==> config.mk <==
export PLATFORM = sky130hd
export DESIGN_NAME = int_prod_seq
export DESIGN_NICKNAME = d
export VERILOG_FILES = /design/src/rtl/int_prod_pkg.sv /design/src/rtl/int_prod_lanes.sv /design/src/rtl/int_prod_seq.sv
export SDC_FILE = /design/constraint.sdc
export NUM_CORES = 1
export LEC_CHECK = 0
export ABC_AREA = 1
export BUFFER_PORTS_ARGS = -buffer_cell sky130_fd_sc_hd__buf_4
export CAP_MARGIN = 20
export CORE_MARGIN = 5
export CORE_UTILIZATION = 35
export DETAILED_ROUTE_END_ITERATION = 8
export GPL_TIMING_DRIVEN = 0
export RECOVER_POWER = 100
export SYNTH_ARGS = -nofsm -noshare
export SYNTH_HDL_FRONTEND = slang
export SYNTH_SLANG_ARGS = --single-unit
==> constraint.sdc <==
create_clock -name clk -period 8.5 [get_ports clk]
set_input_delay 0 -clock clk [delete_from_list [all_inputs] [get_ports clk]]
set_output_delay 0 -clock clk [all_outputs]
set_load 0.01 [all_outputs]
==> src/rtl/int_prod_pkg.sv <==
// Shared types and helpers for the sequential inner-product unit.
// Holds the FSM state encoding, accumulator sizing and result saturation.
package int_prod_pkg;

    typedef enum logic [1:0] {
        IDLE,
        RUN,
        DONE
    } state_t;

    localparam int SAT_W = 64;

    function automatic int acc_width(input int n, input int w);
        return 2 * w + $clog2(n) + 1;
    endfunction

    // Result packed as {value, ovf}; value is sign-extended to SAT_W bits.
    function automatic logic [SAT_W:0] sat_w(
        input logic signed [SAT_W-1:0] acc,
        input int                      w
    );
        logic signed [SAT_W-1:0] hi;
        logic signed [SAT_W-1:0] lo;
        hi = (64'sd1 <<< (w - 1)) - 64'sd1;
        lo = ~hi;
        if (acc > hi) return {hi, 1'b1};
        if (acc < lo) return {lo, 1'b1};
        return {acc, 1'b0};
    endfunction

endpackage

==> src/rtl/int_prod_lanes.sv <==
// Combinational chunk datapath: LANES signed W x W products summed
// into one sign-extended accumulator-width term.
module int_prod_lanes
    import int_prod_pkg::*;
#(
    parameter int W     = 8,
    parameter int LANES = 1,
    parameter int ACC_W = acc_width(LANES, W)
) (
    input  logic [LANES*W-1:0]       a,
    input  logic [LANES*W-1:0]       b,
    output logic signed [ACC_W-1:0]  sum
);

    logic signed [2*W-1:0] p;

    always_comb begin
        p   = '0;
        sum = '0;
        for (int j = 0; j < LANES; j++) begin
            p   = (2*W)'($signed(a[j*W +: W])) *
                  (2*W)'($signed(b[j*W +: W]));
            sum = sum + ACC_W'(p);
        end
    end

endmodule

==> src/rtl/int_prod_seq.sv <==
// Sequential signed dot product of an N-element row and column,
// LANES pairs per clock, saturated to W bits with overflow flag.
module int_prod_seq
    import int_prod_pkg::*;
#(
    parameter int N     = 5,
    parameter int W     = 8,
    parameter int LANES = 1,
    parameter int ACC_W = acc_width(N, W)
) (
    input  logic           clk,
    input  logic           rst,
    input  logic           in_valid,
    output logic           in_ready,
    input  logic [N*W-1:0] lin,
    input  logic [N*W-1:0] col,
    output logic           out_valid,
    input  logic           out_ready,
    output logic [W-1:0]   n_out,
    output logic           ovf
);

    localparam int K  = N / LANES;
    localparam int CW = $clog2(K + 1);
    localparam logic [CW-1:0] KC = CW'(K);

    if (LANES < 1 || LANES > N || (N % LANES) != 0) begin : g_bad_lanes
        $error("int_prod_seq: LANES must divide N");
    end
    if (ACC_W > SAT_W) begin : g_bad_acc
        $error("int_prod_seq: accumulator wider than saturation helper");
    end

    state_t                  state;
    state_t                  state_nx;
    logic [N*W-1:0]          lin_q;
    logic [N*W-1:0]          col_q;
    logic [CW-1:0]           cnt;
    logic signed [ACC_W-1:0] acc;
    logic signed [ACC_W-1:0] lane_sum;
    logic [SAT_W:0]          sat_r;
    logic                    sat_unused;
    logic                    last;

    // Operands shift left each chunk, so the current chunk is always on top.
    int_prod_lanes #(
        .W     (W),
        .LANES (LANES),
        .ACC_W (ACC_W)
    ) u_lanes (
        .a   (lin_q[N*W-1 -: LANES*W]),
        .b   (col_q[N*W-1 -: LANES*W]),
        .sum (lane_sum)
    );

    assign last       = (cnt == KC);
    assign sat_r      = sat_w(SAT_W'(acc), W);
    assign sat_unused = ^sat_r[SAT_W:W+1];

    always_comb begin
        state_nx  = state;
        in_ready  = (state == IDLE) && !rst;
        out_valid = (state == DONE) && !rst;
        unique case (state)
            IDLE:    if (in_valid)  state_nx = RUN;
            RUN:     if (last)      state_nx = DONE;
            DONE:    if (out_ready) state_nx = IDLE;
            default:                state_nx = IDLE;
        endcase
    end

    always_ff @(posedge clk) begin
        if (rst) begin
            state <= IDLE;
            lin_q <= '0;
            col_q <= '0;
            cnt   <= '0;
            acc   <= '0;
            n_out <= '0;
            ovf   <= 1'b0;
        end else begin
            state <= state_nx;
            unique case (state)
                IDLE: begin
                    if (in_valid) begin
                        lin_q <= lin;
                        col_q <= col;
                        cnt   <= '0;
                        acc   <= '0;
                    end
                end
                RUN: begin
                    // Final RUN cycle only registers the saturated result.
                    if (last) begin
                        n_out <= sat_r[W:1];
                        ovf   <= sat_r[0];
                    end else begin
                        acc   <= acc + lane_sum;
                        cnt   <= cnt + CW'(1);
                        lin_q <= lin_q << (LANES * W);
                        col_q <= col_q << (LANES * W);
                    end
                end
                default: ;
            endcase
        end
    end

endmodule
==> summary.md <==
| Metric | Value |
|---|---|
| Worst-path clk slew | 60 ps |
| Number of global-route vias before repair | 7673 |
| Final wirelength | 22.92 mm |
| CP Launch Type | flip-flop |
| Post-DR wirelength/cell | 14.00 um |
| P_leak | 5.242 nW |
| Yosys cell types | 33 |
| Largest cells by area after synthesis | dfxtp_1 (27%), fa_1 (21%), nand2_1 (16%), inv_1 (7.5%), ha_1 (7.1%) |
| RSZ-0062 raised after global routing | no |
| # Post-CTS Setup Buffers | 0 |
| Setup CP Type | flip-flop to flip-flop |
| PwrDens | 158.7 nW/um^2 |
| Fraction of layout cells with a size suffix above 1 | approximately a tenth |
| Slew headroom | 51.54% |
| Period utilisation layout | 61.08% |
| Reg power frac | 35.0% |
| Crit path max fanout | 9 |
| Fin Setup TNS | 0 ps |
| Slew Limit Fails | 0 |
| Clock Root Buffer | clkbuf_16 |
| Clock latency on the worst-skew pair | 420 ps |
| Ports | 95 |
| Residual DRC count | 0 |
| Die X | 165.0 um |
| Area Growth Syn to Fin | 28.09% |
| Post-synth top area share | 27.14% |
| Max frequency | 0.1926 GHz |
| VDD IR-drop max | between 0.0001 and 0.00015 V |
| #FFs+latches synth | 114 |
| Most frequent cells in the layout | nand2_1 (371), inv_1 (170), dfxtp_1 (114), fa_1 (88), buf_4 (84) |
| Vias | ~7600 |
| Initial Util | roughly 36% |
| Mapped cell area | about 8400 um^2 |
| Global router's overall resource usage | 17.44% |
| Clk buf depth | 2 |
| First-pass GRT wire length | between 30 and 40 mm |
| Sequential-to-total area share from yosys stat | between 20% and 30% |
| Int Pwr | 1.152 mW |
| Grt ovf | 0 |
| Die Span Y | ~170 um |
| Vias per cell | ~4.6 |
| H-tree Lvls | 4 |
| Die ar. | 27230 um^2 |
| Sw frac | between 30% and 40% |
| TritonCTS buffer count | 17 |
| Hold crit path type | primary input to flip-flop |
| Drt pass-1 iters | 5 |
| CORE AREA | 23540 um^2 |
| WP data required | 8780 ps |
| TritonCTS clock tree | yes |
| Post-DRT Antenna Nets | 0 |
| Status | complete, no violations |
| I/O Buffers | 93 |
| Crit. End Element | flip-flop |
| CTS sink count | 114 |
| CP Data Arrival Time | 5470 ps |
| Final Setup Violations | 0 |
| Syn Nets | 1332 |
| Commonest non-fill, non-tap cell in the layout | nand2_1 |
| Post_cts resized | 0 |
| Measured slew at the worst slew-check pin | 726.0 ps |
| Largest net degree at the start of global routing | 17 |
| Reg2Reg Setup Slack | roughly 3300 ps |
| RePlAce Congestion | 0.8755 |
| Setup Skew | 10.16 ps |
| DRT iter0 DRCs | 374 |
| Nets | 1525 |
| Avg Inst Size Synth | about 7.6 um^2 |
| Mapped Cells | about 1100 |
| Initial antenna violation count | 0 |
| Period minus WS final | 5192 ps |
| Area leader, netlist | dfxtp_1 |
| Hpwl dp | 17.75 mm |
| Yosys warns | 0 |
| Row count | 56 |
| Net switching power | 0.5576 mW |
| Number of max-cap violations | 0 |
| Hold slack | 200.4 ps |
| Clk pwr share | 38.4% |
| Endpoints failing hold | 0 |
| Hold buffers post-CTS | 81 |
| Combinational power share | 26.6% |
synthesized netlist by cell type, drive strengths merged:
master,instances
or2,5
nand3b,1
ha,48
inv,173
a31oi,42
and3,1
o21a,2
a211oi,1
nor4,4
nand4,8
o22ai,2
xnor2,1
clkinv,1
nor3,3
a21oi,63
fa,88
dfxtp,114
o21ai,11
nand2,371
clkbuf,31
buf,27
nor2,59
o31ai,1
a311oi,22
nand3,33
worst paths after layout:
kind,depth (start not counted),from,endpoint
worst max-delay path,16,col_q[39],acc[10]
worst min-delay path,3,rst,lin_q[21]
worst min register to register,2,acc[2],acc[2]
worst max register to register,16,col_q[39],acc[10]
flip-flops by register name (all words and copies together) (netlist names):
name   flops
col_q     40
cnt        3
lin_q     40
ovf        1
n_out      8
state      2
acc       20
cells by family after synthesis:
group           count (synthesis)  synth area share (%)
simple gates                  485                 23.00
flops                         114                 27.14
buf+inv                       232                 11.17
fa+ha+maj                     136                 28.09
xor+xnor                        1                0.1042
compound gates                144                 10.49
routing by layer:
metal  vias to the layer above  GRT usage (%)  routed length (um)
li1                       3866              -                   -
met1                      3537          23.85               10890
met2                       157          28.12               10800
met3                        24          3.294                 847
met4                         0          5.104                 386
met5                         -              0                   0
worst max-delay path: stages, from the launching register on:
cell and delay (ps):
dfxtp_1 340, clkinv_1 290, or2_2 400, fa_1 510, fa_1 560, inv_1 60
fa_1 520, fa_1 590, fa_1 440, ha_1 380, a21oi_1 210, nand2_1 160
nand2_1 90, nand2_1 90, or2_2 290, nand3_1 70, a21oi_1 60
power groups by stage:
stage               registers [mW]  clock network [mW]  logic, mW
floorplan                    0.602                   0      0.303
global placement             0.608                   0      0.428
detailed placement           0.609                   0      0.432
CTS                          0.597               0.666      0.465
global route                 0.602               0.693      0.525
finish                       0.598               0.657      0.455
stage by stage:
step                power [mW]  utilization, %  area, um^2  worst slack, ps  instances
floorplan               0.9048               -        8409             3823       1112
global placement         1.036           40.38        9507             3310       1524
detailed placement       1.041           40.38        9507             3283       1524
CTS                      1.728           46.15       10860             3281       1636
global route             1.820           45.74       10770             2911       1636
finish                   1.710           45.75       10770             3308       1637
final cells by class:
type,count,area [um^2]
antenna,1,2.502
buffer,58,249.0
clock buffer,20,466.7
clock inverter,11,80.08
fill,2421,12770
inverter,174,653.1
multi-input combinational,766,5167
sequential,114,2282
tap,319,399.1
timing repair buffer,174,1471
No activity file was read; power rests on OpenSTA's default activity.
